### config.mk
export PLATFORM = sky130hd
export DESIGN_NAME = pipe_hazard_ctrl
export DESIGN_NICKNAME = d
export VERILOG_FILES = /design/src/rtl/pa_pkg.sv /design/src/rtl/pa_hazard_cmp.sv /design/src/rtl/pipe_hazard_ctrl.sv
export SDC_FILE = /design/constraint.sdc
export NUM_CORES = 1
export LEC_CHECK = 0
export CORE_MARGIN = 3
export CORE_UTILIZATION = 30
export CTS_BUF_LIST = sky130_fd_sc_hd__clkbuf_2
export DETAILED_ROUTE_END_ITERATION = 7
export HOLD_SLACK_MARGIN = 0.02
export PLACE_DENSITY_LB_ADDON = 0.12
export SLEW_MARGIN = 5
export SYNTH_ARGS = -nofsm -noshare
export SYNTH_HDL_FRONTEND = slang
export SYNTH_HIERARCHICAL = 1
export SYNTH_SLANG_ARGS = --single-unit
### constraint.sdc
create_clock -name clk -period 4.2 [get_ports clk]
set_clock_uncertainty 0.2 [all_clocks]
set_input_delay 0.63 -clock clk [delete_from_list [all_inputs] [get_ports clk]]
set_output_delay 0.63 -clock clk [all_outputs]
set_load 0.005 [all_outputs]
### src/rtl/pa_pkg.sv
// rtl/pa_pkg.sv - shared constants for the add-pipeline hazard controller
package pa_pkg;

  localparam logic [1:0] ST_IDLE   = 2'd0;
  localparam logic [1:0] ST_RUN    = 2'd1;
  localparam logic [1:0] ST_DRAIN  = 2'd2;
  localparam logic [1:0] ST_HALTED = 2'd3;

  localparam logic [1:0] FWD_RF = 2'b00;
  localparam logic [1:0] FWD_EX = 2'b01;
  localparam logic [1:0] FWD_WB = 2'b10;

  localparam logic NOP_VLD = 1'b0;
  localparam logic NOP_WE  = 1'b0;

  // The younger producer (EX) holds the newer value, so it wins over WB.
  function automatic logic [1:0] fwd_pick(input logic hit_ex, input logic hit_wb);
    logic [1:0] s;
    s = FWD_RF;
    if (hit_wb) s = FWD_WB;
    if (hit_ex) s = FWD_EX;
    return s;
  endfunction

endpackage

### src/rtl/pa_hazard_cmp.sv
// rtl/pa_hazard_cmp.sv - RAW match of one ID source operand against EX and WB
module pa_hazard_cmp
  import pa_pkg::*;
#(
  parameter int RW = 5
) (
  input  logic [RW-1:0] src,
  input  logic          valid_ex,
  input  logic          we_ex,
  input  logic [RW-1:0] rd_ex,
  input  logic          valid_wb,
  input  logic          we_wb,
  input  logic [RW-1:0] rd_wb,
  output logic          hit_ex,
  output logic          hit_wb,
  output logic [1:0]    sel
);

  // r0 is hard-wired, so it never carries a dependency
  assign hit_ex = valid_ex & we_ex & (rd_ex == src) & (src != '0);
  assign hit_wb = valid_wb & we_wb & (rd_wb == src) & (src != '0);
  assign sel    = fwd_pick(hit_ex, hit_wb);

endmodule

### src/rtl/pipe_hazard_ctrl.sv
// rtl/pipe_hazard_ctrl.sv - start/halt sequencer, stage trackers and RAW hazard control
module pipe_hazard_ctrl
  import pa_pkg::*;
#(
  parameter int RW     = 5,
  parameter bit FWD_EN = 1'b1,
  parameter int CNT_W  = 16
) (
  input  logic             clk,
  input  logic             rst_n,
  input  logic             start,
  input  logic             halt_req,
  input  logic             instr_vld,
  input  logic [RW-1:0]    id_rs,
  input  logic [RW-1:0]    id_rt,
  input  logic [RW-1:0]    id_rd,
  input  logic             id_we,
  output logic             if_en,
  output logic             ifid_en,
  output logic             idex_en,
  output logic             ex_bubble,
  output logic             exwb_en,
  output logic [1:0]       fwd_a,
  output logic [1:0]       fwd_b,
  output logic             wb_en,
  output logic             busy,
  output logic             halted,
  output logic [CNT_W-1:0] stall_cnt
);

  logic [1:0]       state;
  logic             valid_id, valid_ex, we_ex, valid_wb, we_wb;
  logic [RW-1:0]    rd_ex, rd_wb;
  logic [CNT_W-1:0] stall_q;
  logic             run, active, stall;
  logic             a_hit_ex, a_hit_wb, b_hit_ex, b_hit_wb;
  logic [1:0]       sel_a, sel_b;

  pa_hazard_cmp #(.RW(RW)) u_cmp_a (
    .src(id_rs), .valid_ex(valid_ex), .we_ex(we_ex), .rd_ex(rd_ex),
    .valid_wb(valid_wb), .we_wb(we_wb), .rd_wb(rd_wb),
    .hit_ex(a_hit_ex), .hit_wb(a_hit_wb), .sel(sel_a)
  );

  pa_hazard_cmp #(.RW(RW)) u_cmp_b (
    .src(id_rt), .valid_ex(valid_ex), .we_ex(we_ex), .rd_ex(rd_ex),
    .valid_wb(valid_wb), .we_wb(we_wb), .rd_wb(rd_wb),
    .hit_ex(b_hit_ex), .hit_wb(b_hit_wb), .sel(sel_b)
  );

  assign run    = (state == ST_RUN);
  assign active = run | (state == ST_DRAIN);
  assign stall  = active & (FWD_EN == 1'b0) & valid_id
                & (a_hit_ex | a_hit_wb | b_hit_ex | b_hit_wb);

  assign if_en     = run & ~stall;
  assign ifid_en   = active & ~stall;
  assign idex_en   = active;
  assign ex_bubble = stall;
  assign exwb_en   = active;
  assign fwd_a     = (FWD_EN == 1'b1) ? sel_a : FWD_RF;
  assign fwd_b     = (FWD_EN == 1'b1) ? sel_b : FWD_RF;
  assign wb_en     = active & valid_wb & we_wb;
  assign busy      = active;
  assign halted    = (state == ST_HALTED);
  assign stall_cnt = stall_q;

  always_ff @(posedge clk or negedge rst_n) begin
    if (!rst_n) begin
      state    <= ST_IDLE;
      valid_id <= 1'b0;
      valid_ex <= 1'b0;
      we_ex    <= 1'b0;
      rd_ex    <= '0;
      valid_wb <= 1'b0;
      we_wb    <= 1'b0;
      rd_wb    <= '0;
      stall_q  <= '0;
    end else begin
      case (state)
        ST_IDLE, ST_HALTED: if (start && !halt_req) state <= ST_RUN;
        ST_RUN:             if (halt_req) state <= ST_DRAIN;
        ST_DRAIN:           if (!(valid_id || valid_ex || valid_wb)) state <= ST_HALTED;
        default:            state <= ST_IDLE;
      endcase

      // In DRAIN if_en is low, so IF/ID keeps loading empty slots
      if (ifid_en) valid_id <= if_en & instr_vld;

      if (idex_en) begin
        if (stall) begin
          valid_ex <= NOP_VLD;
          we_ex    <= NOP_WE;
          rd_ex    <= '0;
        end else begin
          valid_ex <= valid_id;
          we_ex    <= valid_id & id_we;
          rd_ex    <= id_rd;
        end
      end

      if (exwb_en) begin
        valid_wb <= valid_ex;
        we_wb    <= we_ex;
        rd_wb    <= rd_ex;
      end

      if (stall && (stall_q != '1)) stall_q <= stall_q + CNT_W'(1);
    end
  end

endmodule

======== Word-level counts from Yosys, hierarchy flattened ========
Index checks and enable logic that the tools add are counted.
word-level totals
  flip-flop bits (word level) ............. 17
  input port bits ......................... 21
  output and inout port bits .............. 28
  word-level logic and storage cells ...... 50
cells by class
  equal/unequal tests ..................... 10
  mux-type cells .......................... 8
  bitwise operators ....................... 15
  reductions and logical operators ........ 9
operators with widths
  kind                                            count
  == test 5 bit                                   4
  bitwise AND 1 bit                               14
  two-way mux 2 bit                               7
  nonzero test 5 bit                              2
  inequality test 2 bit (second input constant)   3
  case mux 2 bit (3 select lines)                 1
  == test 2 bit (second input constant)           2
  AND reduction 3 bit                             1
  == test 2 x 1 -> 1 bit (second input constant)  1
  zero test 2 bit                                 1
  logical OR 1 bit                                2
  OR reduction 2 bit                              1
  logical AND 1 bit                               1
  zero test 1 bit                                 1
  OR 1 bit                                        1

======== Logic depth before layout (Yosys ltp) ========
Gate-level depths: netlist of run 1.
  word-level depth ........................ 5
  depth in mapped cells ................... 5

======== Modules after synthesis ========
Netlist of run 1, hierarchy kept.
modules (own cells, without submodules)
  module            times used  cells each  area an instance (µm²)  sequential area each (µm²)
  pipe_hazard_ctrl  1           75          875.8                   425.4
  pa_hazard_cmp     2           20          155.1                   0.0

======== Worst setup path before layout of run 1 ========
OpenSTA, ideal clock, no wires.
  path type ............................... input port to output port
  from .................................... in id_rs[2]
  to ...................................... out fwd_a[0]
  data arrival time ....................... 1.485 ns
  data required time ...................... 3.370 ns
  slack ................................... 1.885 ns
  cell stages on the path ................. 4
  cells stage by stage .................... or4_1 nor2_2 nor3_1 buf_4
on the way
  longest elaborated chain between the ends .. 4
  elaborated cells between the ends (all ways) .. 5
  classes of those cells .................. eq/ne: 1; mux: 1; bitwise: 2; reduce/logical: 1
ends and longest elaborated chain
  what                 RTL line                source
  start: declaration   pipe_hazard_ctrl.sv:14  input logic [RW-1:0] id_rs,
  == test 5 bit        pa_hazard_cmp.sv:20     assign hit_ex = valid_ex & we_ex & (rd_ex == src) & (src != '0);
  bitwise AND 1 bit    pa_hazard_cmp.sv:20
  bitwise AND 1 bit *  pa_hazard_cmp.sv:20
  via a_hit_ex         pipe_hazard_ctrl.sv:36  logic a_hit_ex, a_hit_wb, b_hit_ex, b_hit_wb;
  two-way mux 2 bit *  pa_pkg.sv:21            if (hit_ex) s = FWD_EX;
  end: declaration     pipe_hazard_ctrl.sv:23  output logic [1:0] fwd_a,
Mark *: on every way through the listed nets, which the timed path passes. The rest lies on a longest branch.

======== Worst setup path in the final report of run 1 ========
  from .................................... in id_rt[2]
  to ...................................... out fwd_b[1]
on the way
  longest elaborated chain between the ends .. 5
  elaborated cells between the ends (all ways) .. 9
  classes of those cells .................. eq/ne: 2; mux: 2; bitwise: 4; reduce/logical: 1
ends and longest elaborated chain
  what                             RTL line                source
  start: declaration               pipe_hazard_ctrl.sv:15  input logic [RW-1:0] id_rt,
  == test 5 bit                    pa_hazard_cmp.sv:21     assign hit_wb = valid_wb & we_wb & (rd_wb == src) & (src != '0);
  bitwise AND 1 bit (2 in series)  pa_hazard_cmp.sv:21
  two-way mux 2 bit                pa_pkg.sv:20            if (hit_wb) s = FWD_WB;
  two-way mux 2 bit *              pa_pkg.sv:21
  end: declaration                 pipe_hazard_ctrl.sv:24  output logic [1:0] fwd_b,
Mark *: on every way between the ends. The rest lies on a longest branch, timed or not.

==> summary.txt, run 1 <==
Clock network
  – Htree depth: 1
  – CTS Sinks: 17
  – Clock root cell: clkbuf_2
  – Post_cts resized: 0
  – Clk slew on worst S/H paths: 0.17 ns
  – TritonCTS clock tree: done
  – Hold buffers post-CTS: 0
  – Clock Tree Buf Depth: 2
  – Clk_lat worst skew: 0.30 ns
  – CTS Buf Count: 3
  – Setup bufs post-CTS: 0

STA
  – Endpoints failing setup: 0
  – Final Cycle Share: between 70% and 80%
  – Setup slack after layout: between 0.8 and 0.9 ns
  – Final min period: approximately 3.3 ns
  – Max-slew violations: 0
  – Unrepaired setup endpoints after global routing: no
  – Setup TNS: 0 ns
  – Highest Clock Rate: 0.301 GHz
  – Final Hold Vio Count: 0
  – Max-slew headroom: between 40% and 50%
  – Worst-Margin Slew: ~0.76 ns

Finish
  – Share of cells above drive strength 1: around 15%
  – Nets: 167
  – # diodes: 0
  – Syn-to-layout area delta: 23.2%
  – Finished Layout Cells: 190

Route
  – Routed length per placed instance: between 10 and 15 um
  – Detail Route Antenna Nets: 0
  – WL final: roughly 2300 um
  – Iter 0 DRT Violations: 11
  – DR pass1 iterations: 2
  – DR vias: around 800
  – Detail-routed via count per cell: ~4.3
  – DRC: 0

Logic synthesis
  – Yosys warns: 6
  – Netlist cell types: 23
  – Post-synth top area share: around 36%
  – Synth top area cells: dfrtp_1 (36%), xnor2_1 (15%), buf_4 (14%), mux2_2 (12%), ha_1 (3.2%)
  – Flip-flop and latch count after synthesis: 17
  – Post-synth top area cell: dfrtp_1
  – Mapped Cells: between 100 and 150
  – Seq/Total Area, Yosys: between 30% and 40%
  – Syn Std Cell Area: between 0.001 and 0.0015 mm2
  – Syn_area_per_cell: between 10 and 15 um2

Floorplan
  – Initial Utilization: a little under a third
  – Die width: approximately 70 um
  – Die Span Y: 68.9 um
  – Core Footprint: roughly 0.0037 mm2
  – Top-level I/O count: 49
  – Die area: 0.00474 mm2
  – FP Rows: 22

Min path
  – WHS Path Cells: 2
  – Worst min-delay path class: register to register
  – Hold endpoint: we_ex
  – Min-delay src: we_ex

Global routing
  – Grt total ovfl: 0
  – Pin count of the biggest net entering global routing: 22
  – Initial antenna violation count: 0
  – GR Util All Layers: under 10%
  – Vias in the first global route: 777
  – First-pass GRT wire length: ~3500 um

Setup path
  – Reg2reg setup slack: approximately 2.2 ns
  – Worst R2R End: valid_ex
  – Slowest stage cell, crit path: or4_1
  – WS Path Type: input pin to primary output
  – Critical path's largest stage delay: roughly 0.57 ns
  – FF-to-FF Start: state[0]
  – Critical path launch point type: input pin
  – Crit path max fanout: 3
  – Critical path capture point type: primary output
  – CP most frequent cell: clkdlybuf4s50_1
  – Worst EP arrival: between 2 and 3 ns
  – R2R depth: 3
  – Worst Path Required: roughly 3.4 ns
  – CP cell instances: clkdlybuf4s50_1 -> or4_1 -> nor2_2 -> nor3_1 -> nor2b_4 -> clkdlybuf4s50_1

Placement
  – Place WS: between 0.8 and 0.9 ns
  – Placer congestion estimate: around 0.75
  – IO buf count: 31
  – Dpl cells: around 190
  – Detailed Place HPWL: between 1500 and 2000 um

Pwr
  – Design Power: around 850 uW
  – Leakage: 0.591 nW
  – Max rail drop VDD: around 0.28 mV
  – Power Density: ~580 mW/mm2

Status
  – Outcome: finished, final reports clean

Run
  – Max Cap Viol: 0
[final cells by class]
| class | count | area, um2 |
|---|---|---|
| clock buffer | 3 | 15.0 |
| clock inverter | 1 | 5.00 |
| fill | 385 | 2280 |
| inverter | 4 | 15.0 |
| multi-input combinational | 86 | 631 |
| sequential | 17 | 425 |
| tap | 48 | 60.1 |
| timing repair buffer | 31 | 310 |
[per-layer routing]
layer,GRT usage (%),vias up,wire length [um]
met3,1.30,2,123
met2,15.6,27,1080
met5,0,-,0
li1,-,405,-
met4,3.65,0,16
met1,13.1,385,1040
[cells in the final DEF, fill, tap and decap left out]
cell | Yosys | final
clkdlybuf4s50_1 | 0 | 31
xnor2_1 | 20 | 20
conb_1 | 1 | 17
dfrtp_1 | 17 | 17
mux2_2 | 13 | 13
nand2_1 | 5 | 5
inv_1 | 4 | 4
nand3_1 | 4 | 4
nand4_1 | 4 | 4
nor3_1 | 4 | 4
ha_1 | 3 | 3
clkbuf_2 | 0 | 3
o31ai_1 | 2 | 2
o21ai_0 | 2 | 2
or4_1 | 2 | 2
nor2_2 | 2 | 2
nor2b_4 | 2 | 2
and3_1 | 1 | 1
o31a_1 | 1 | 1
a21oi_1 | 1 | 1
nand2b_1 | 1 | 1
a2bb2oi_1 | 1 | 1
a211o_1 | 1 | 1
clkinv_2 | 0 | 1
[critical path, delay by kind of cell]
family | cells | cell delay, ns
AND/OR/NAND/NOR | 4 | 0.89
buffers and inverters | 2 | 0.97
[registers in the layout, summed over array words and instances (netlist names)]
signal and flops:
rd_ex 5, rd_wb 5, state 2, valid_ex 1
valid_id 1, valid_wb 1, we_ex 1, we_wb 1
[metrics by stage]
stage	hold slack (ns)	cell area, um2	util (%)
floorplan	0.134	1250	-
global placement	0.328	1440	38.5
detailed placement	0.336	1440	38.5
CTS	0.373	1460	39.0
global route	0.401	1460	39.0
finish	0.370	1460	39.0
[synth_stat cells, drive strengths merged]
master / instances
and3: 1
o21ai: 2
mux2: 13
nand3: 4
inv: 4
o31a: 1
nand2: 5
nand2b: 1
nor3: 4
nor2: 2
nand4: 4
nor2b: 2
a211o: 1
conb: 1
a2bb2oi: 1
or4: 2
a21oi: 1
xnor2: 20
ha: 3
o31ai: 2
dfrtp: 17
buf: 24
[logic make-up after synthesis]
logic type	after synthesis	synth area share, %
buffers and inverters	28	16.0
and+or+nand+nor	25	12.8
xor gates and xnor gates	20	14.8
DFF	17	35.9
muxes	13	12.3
AOI/OAI and AO/OA	8	4.75
adders and majority gates	3	3.16
other	1	0.316
[power by group]
| group | switching [mW] | internal [mW] | leakage [nW] |
|---|---|---|---|
| logic | 0.168 | 0.281 | 0.369 |
| registers | 0.0914 | 0.238 | 0.205 |
| clock network | 0.0548 | 0.0216 | 0.0164 |
| total | 0.314 | 0.541 | 0.591 |
[worst max-delay path by stage]
stage	depth (start not counted)	slack (ns)	to	from
6_report	6	0.87	fwd_b[1]	id_rt[2]
2_1_floorplan	4	1.88	fwd_a[0]	id_rs[2]
3_3_place_gp	6	0.87	fwd_a[1]	id_rs[2]
4_1_cts	6	0.87	fwd_a[1]	id_rs[2]
3_5_place_dp	6	0.87	fwd_a[1]	id_rs[2]
5_1_grt	5	0.76	wb_en	state[0]
No activity file was read; power rests on OpenSTA's default activity.
==> run 2: changes to the inputs <==
==> constraint.sdc (replaced) <==
create_clock -name clk -period 2.75 [get_ports clk]
set_clock_uncertainty 0.2 [all_clocks]
set_input_delay 0.4125 -clock clk [delete_from_list [all_inputs] [get_ports clk]]
set_output_delay 0.4125 -clock clk [all_outputs]
set_load 0.005 [all_outputs]
==> summary.txt, run 2 (same netlist as run 1, synthesis figures left out) <==
Status
  – Outcome: finished, final reports clean

Floorplan
  – Core Footprint: roughly 0.0037 mm2
  – Initial Utilization: between 30% and 40%
  – Top-level I/O count: 49
  – Die Span Y: between 60 and 70 um
  – Die width: 68.9 um
  – FP Rows: 22
  – Die area: between 0.004 and 0.005 mm2

STA
  – Unrepaired setup endpoints after global routing: yes
  – Min Hold Slack: 0.359 ns
  – Highest Clock Rate: roughly 0.37 GHz
  – Worst-Margin Slew: 0.781 ns
  – Setup TNS: 0 ns
  – Endpoints failing setup: 0
  – Max-slew headroom: 47.8%
  – Max-slew violations: 0
  – Final min period: ~2.7 ns
  – Final Hold Vio Count: 0
  – Final Cycle Share: approximately 98%

Setup path
  – CP Buf/Inv Count: 3
  – R2R depth: 4
  – CP most frequent cell: clkdlybuf4s50_1
  – Slowest stage cell, crit path: clkdlybuf4s50_1
  – Critical Path Stages: 7
  – Worst EP arrival: about 2.1 ns
  – Critical path capture point type: primary output
  – Crit path max fanout: 2
  – Critical path launch point type: input pin
  – WS Path Type: input pin to primary output
  – Top delay family on crit path: buffers and inverters
  – CP cell instances: clkdlybuf4s50_1 -> buf_4 -> xnor2_2 -> nand4_1 -> nor3_2 -> nor2b_4 -> clkdlybuf4s50_1
  – Worst Path Required: about 2.1 ns
  – Critical path's largest stage delay: approximately 0.5 ns

Route
  – DRC: 0
  – Detail-routed via count per cell: 4.30
  – Detail Route Antenna Nets: 0
  – WL final: 2280 um
  – Iter 0 DRT Violations: 14
  – DR vias: between 800 and 900
  – DR pass1 iterations: 3
  – Routed length per placed instance: roughly 11 um

Clock network
  – TritonCTS clock tree: done
  – Clk_lat worst skew: 0.28 ns
  – Setup bufs post-CTS: 0
  – Clk slew on worst S/H paths: around 0.15 ns
  – CTS Sinks: 17
  – Htree depth: 1
  – Clock root cell: clkbuf_2
  – CTS Buf Count: 3
  – Clock Tree Buf Depth: 2

Finish
  – Most frequent cells in the layout: clkdlybuf4s50_1 (22), xnor2_1 (18), conb_1 (17), dfrtp_1 (17), mux2_2 (13)
  – Multi-input gate area: 674 um2
  – # diodes: 0
  – Leading cell type in the layout, fill and taps excluded: clkdlybuf4s50_1
  – Reg area: 425 um2
  – Biggest regs: rd_ex (5), rd_wb (5), state (2)
  – Finished Layout Cells: just under 200
  – Fillers: 389
  – Nets: between 150 and 200
  – Share of cells above drive strength 1: 24.5%
  – Fin area: approximately 0.0016 mm2
  – Syn-to-layout area delta: 32.0%

Placement
  – Placed Area: ~0.0015 mm2
  – Detailed Place HPWL: about 1900 um
  – IO buf count: 31
  – Placer congestion estimate: about 0.81
  – Dpl cells: between 150 and 200

Run
  – Max Cap Viol: 0

Pwr
  – Max rail drop VDD: approximately 0.32 mV
  – Design Power: 1.33 mW
  – Leakage: around 0.67 nW
  – Power Density: 852 mW/mm2

Global routing
  – Pin count of the biggest net entering global routing: 21
  – Initial antenna violation count: 0
  – Vias in the first global route: 814
  – GR Util All Layers: approximately 10%
  – Grt total ovfl: 0
  – First-pass GRT wire length: 3620 um

Min path
  – Worst min-delay path class: input pin to async pin
-- run 2: cell count changes in the layout (fill, tap and decap cells not counted), sizes merged --
cell	previous run	this run
clkinv	1	0
buf	0	9
clkbuf	3	4
dlygate4sd2	0	8
dlymetal6s2s	0	1
clkdlybuf4s50	31	22
-- run 2: cell type report --
cell class | count | area share (%)
multi-input cells | 86 | 43.1
clock buffers | 4 | 1.28
repair buffers | 40 | 23.7
flip-flops and latches | 17 | 27.2
inverters | 4 | 0.959
well taps | 48 | 3.84
-- run 2: path summary, 6_finish.rpt --
check,from,endpoint,slack [ns]
max,id_rs[1],fwd_a[1],0.04
min,rst_n,rd_ex[1],0.36
max reg2reg,state[0],rd_ex[3],1.03
min reg2reg,valid_id,valid_id,0.36
max in group asynchronous,rst_n,we_ex,1.51
min in group clk,valid_id,valid_id,0.36
-- run 2: what timing repair did --
action / 4_1_cts / 5_1_grt
pin swaps: 2 / 3
cloned: 0 / 0
hold buffers: 0 / 0
gates resized for setup: 13 / 4
setup endpoints to repair: 4 / 3
-- run 2: per-stage QoR --
stage,setup slack [ns],utilization (%)
floorplan,0.870,-
global placement,-0.102,40.3
detailed placement,-0.129,40.3
CTS,0.00737,41.2
global route,-0.0501,41.8
finish,0.0436,41.8
-- run 2: where the power goes --
group | switching [mW] | leakage [nW] | internal, mW
combinational | 0.269 | 0.445 | 0.450
clock | 0.0729 | 0.0166 | 0.0386
sequential | 0.139 | 0.205 | 0.364
total | 0.480 | 0.668 | 0.853
-- run 2: layer usage --
metal / vias to the layer above / track usage [%] / wire length [um] / share of wire [%]
met5: - / 0 / 0 / 0
met4: 0 / 4.38 / 29 / 1.3
met3: 2 / 1.13 / 120 / 5.3
met2: 27 / 16.1 / 1080 / 48
met1: 403 / 13.9 / 1050 / 46
li1: 424 / - / - / -
==> run 3: changes to the inputs <==
--- a/config.mk
+++ b/config.mk
@@ -5,12 +5,14 @@
 export SDC_FILE = /design/constraint.sdc
 export NUM_CORES = 1
 export LEC_CHECK = 0
+export CAP_MARGIN = 40
 export CORE_MARGIN = 3
 export CORE_UTILIZATION = 30
 export CTS_BUF_LIST = sky130_fd_sc_hd__clkbuf_2
 export DETAILED_ROUTE_END_ITERATION = 7
 export HOLD_SLACK_MARGIN = 0.02
 export PLACE_DENSITY_LB_ADDON = 0.12
+export RECOVER_POWER = 100
 export SLEW_MARGIN = 5
 export SYNTH_ARGS = -nofsm -noshare
 export SYNTH_HDL_FRONTEND = slang
==> summary.txt, run 3 (same netlist as run 1, synthesis figures left out) <==
Pwr
  – Leakage: approximately 0.68 nW
  – Max rail drop VDD: 0.322 mV
  – Design Power: approximately 1.3 mW
  – Power Density: ~830 mW/mm2

Finish
  – Fin area: ~0.0016 mm2
  – Core Util, Final: 41.7%
  – Fillers: 388
  – Share of cells above drive strength 1: between 20% and 30%
  – Nets: around 180
  – Most frequent cells in the layout: xnor2_1 (18), conb_1 (17), dfrtp_1 (17)
  – Leading cell type in the layout, fill and taps excluded: xnor2_1
  – Syn-to-layout area delta: 31.6%
  – Biggest regs: rd_ex (5), rd_wb (5), state (2)
  – # diodes: 0

STA
  – Setup TNS: 0 ns
  – Highest Clock Rate: roughly 0.37 GHz
  – Final Hold Vio Count: 0
  – Final Cycle Share: 98.0%
  – Endpoints failing setup: 0
  – Max-slew headroom: 36.6%
  – Worst-Margin Slew: roughly 0.95 ns
  – Max-slew violations: 0
  – Unrepaired setup endpoints after global routing: yes
  – Final min period: approximately 2.7 ns

Route
  – Iter 0 DRT Violations: 13
  – Top sig layer: met4
  – Met2 WL post-DR: ~1100 um
  – DR vias: 852
  – Routed length per placed instance: 11.5 um
  – Routed wl met3: between 100 and 150 um
  – Detail-routed via count per cell: 4.28
  – DRC: 0
  – Detail Route Antenna Nets: 0
  – WL final: ~2300 um
  – DR pass1 iterations: 2
  – Met1 WL: about 1100 um

Setup path
  – Worst Path Required: roughly 2.1 ns
  – Worst R2R End: rd_ex[3]
  – Crit path max fanout: 2
  – Critical path capture point type: primary output
  – FF-to-FF Start: state[0]
  – Worst EP arrival: approximately 2.1 ns
  – WS Path Type: input pin to primary output
  – Reg2reg setup slack: approximately 0.53 ns
  – R2R depth: 4
  – Critical path launch point type: input pin

Floorplan
  – Top-level I/O count: just under 50
  – FP Rows: 22
  – Die width: roughly 69 um
  – Die area: about 0.0047 mm2
  – Initial Utilization: approximately a third
  – Die Span Y: 68.9 um
  – Core Footprint: around 0.0037 mm2

Clock network
  – TritonCTS clock tree: done
  – Hold buffers post-CTS: 0
  – Htree depth: 1
  – Clock root cell: clkbuf_2
  – CTS Buf Count: 3
  – Clock Tree Buf Depth: 2
  – CTS Sinks: 17
  – Clk slew on worst S/H paths: around 0.15 ns
  – Setup bufs post-CTS: 0
  – Clk_lat worst skew: ~0.28 ns

Min path
  – Hold endpoint: valid_id
  – Worst min-delay path class: register to register
  – WHS Path Cells: 2
  – Min-delay src: valid_id

Global routing
  – First-pass GRT wire length: between 3000 and 4000 um
  – Pin count of the biggest net entering global routing: 21
  – GR Util All Layers: 10.1%
  – Vias in the first global route: approximately 810
  – Grt total ovfl: 0
  – Initial antenna violation count: 0

Run
  – Max Cap Viol: 0

Placement
  – Detailed Place HPWL: 1870 um
  – IO buf count: 31
  – Placer congestion estimate: ~0.8
  – Placed Area: approximately 0.0015 mm2

Status
  – Outcome: finished, final reports clean
==> run 3: cell count changes in the layout (fill, tap and decap cells not counted) <==
cell | previous run | this run
buf_4 | 9 | 8
clkbuf_1 | 0 | 1
clkdlybuf4s50_1 | 22 | 13
dlygate4sd3_1 | 0 | 9
==> run 3: what timing repair did <==
action | 4_1_cts | 5_1_grt
pin swaps | 2 | 3
resized for setup | 13 | 4
setup endpoints to repair | 4 | 3
==> run 3: per-layer routing <==
metal | GRT usage (%) | vias to the layer above
met5 | 0 | -
met4 | 4.38 | 0
met3 | 1.13 | 2
met2 | 16.1 | 27
met1 | 13.9 | 401
li1 | - | 422
==> run 3: final cells by class <==
type / count / area, um2 / area share, %
multi-input combinational: 86 / 674 / 43.2
sequential: 17 / 425 / 27.2
timing repair buffer: 40 / 367 / 23.5
tap: 48 / 60.1 / 3.85
clock buffer: 4 / 20.0 / 1.28
inverter: 4 / 15.0 / 0.962
==> run 3: report_power, final <==
group / switching (mW) / internal, mW
Clock: 0.0742 / 0.0386
Sequential: 0.139 / 0.364
Combinational: 0.265 / 0.419
Total: 0.479 / 0.821
==> run 3: worst max-delay path: stages <==
cell             delay [ns]
clkdlybuf4s50_1        0.43
buf_4                  0.17
xnor2_2                0.16
nand4_1                0.12
nor3_2                 0.14
nor2b_4                0.15
clkdlybuf4s50_1        0.49
==> run 3: worst max-delay path by stage <==
stage          slack [ns]       end     start
2_1_floorplan        0.87  fwd_a[0]  id_rs[2]
3_3_place_gp        -0.10  fwd_b[1]  id_rt[2]
3_5_place_dp        -0.13  fwd_a[0]  id_rs[2]
4_1_cts             0.007  fwd_b[0]  id_rt[1]
5_1_grt             -0.05  fwd_a[1]  id_rs[1]
6_report             0.06  fwd_a[1]  id_rs[1]
==> run 3: through the flow <==
stage | cells | hold slack [ns] | setup WS [ns]
after floorplan | 131 | -0.0831 | 0.870
after global placement | 195 | 0.327 | -0.102
after detailed placement | 195 | 0.333 | -0.129
after CTS | 199 | 0.371 | 0.00737
after global routing | 199 | 0.413 | -0.0501
final | 199 | 0.361 | 0.0553
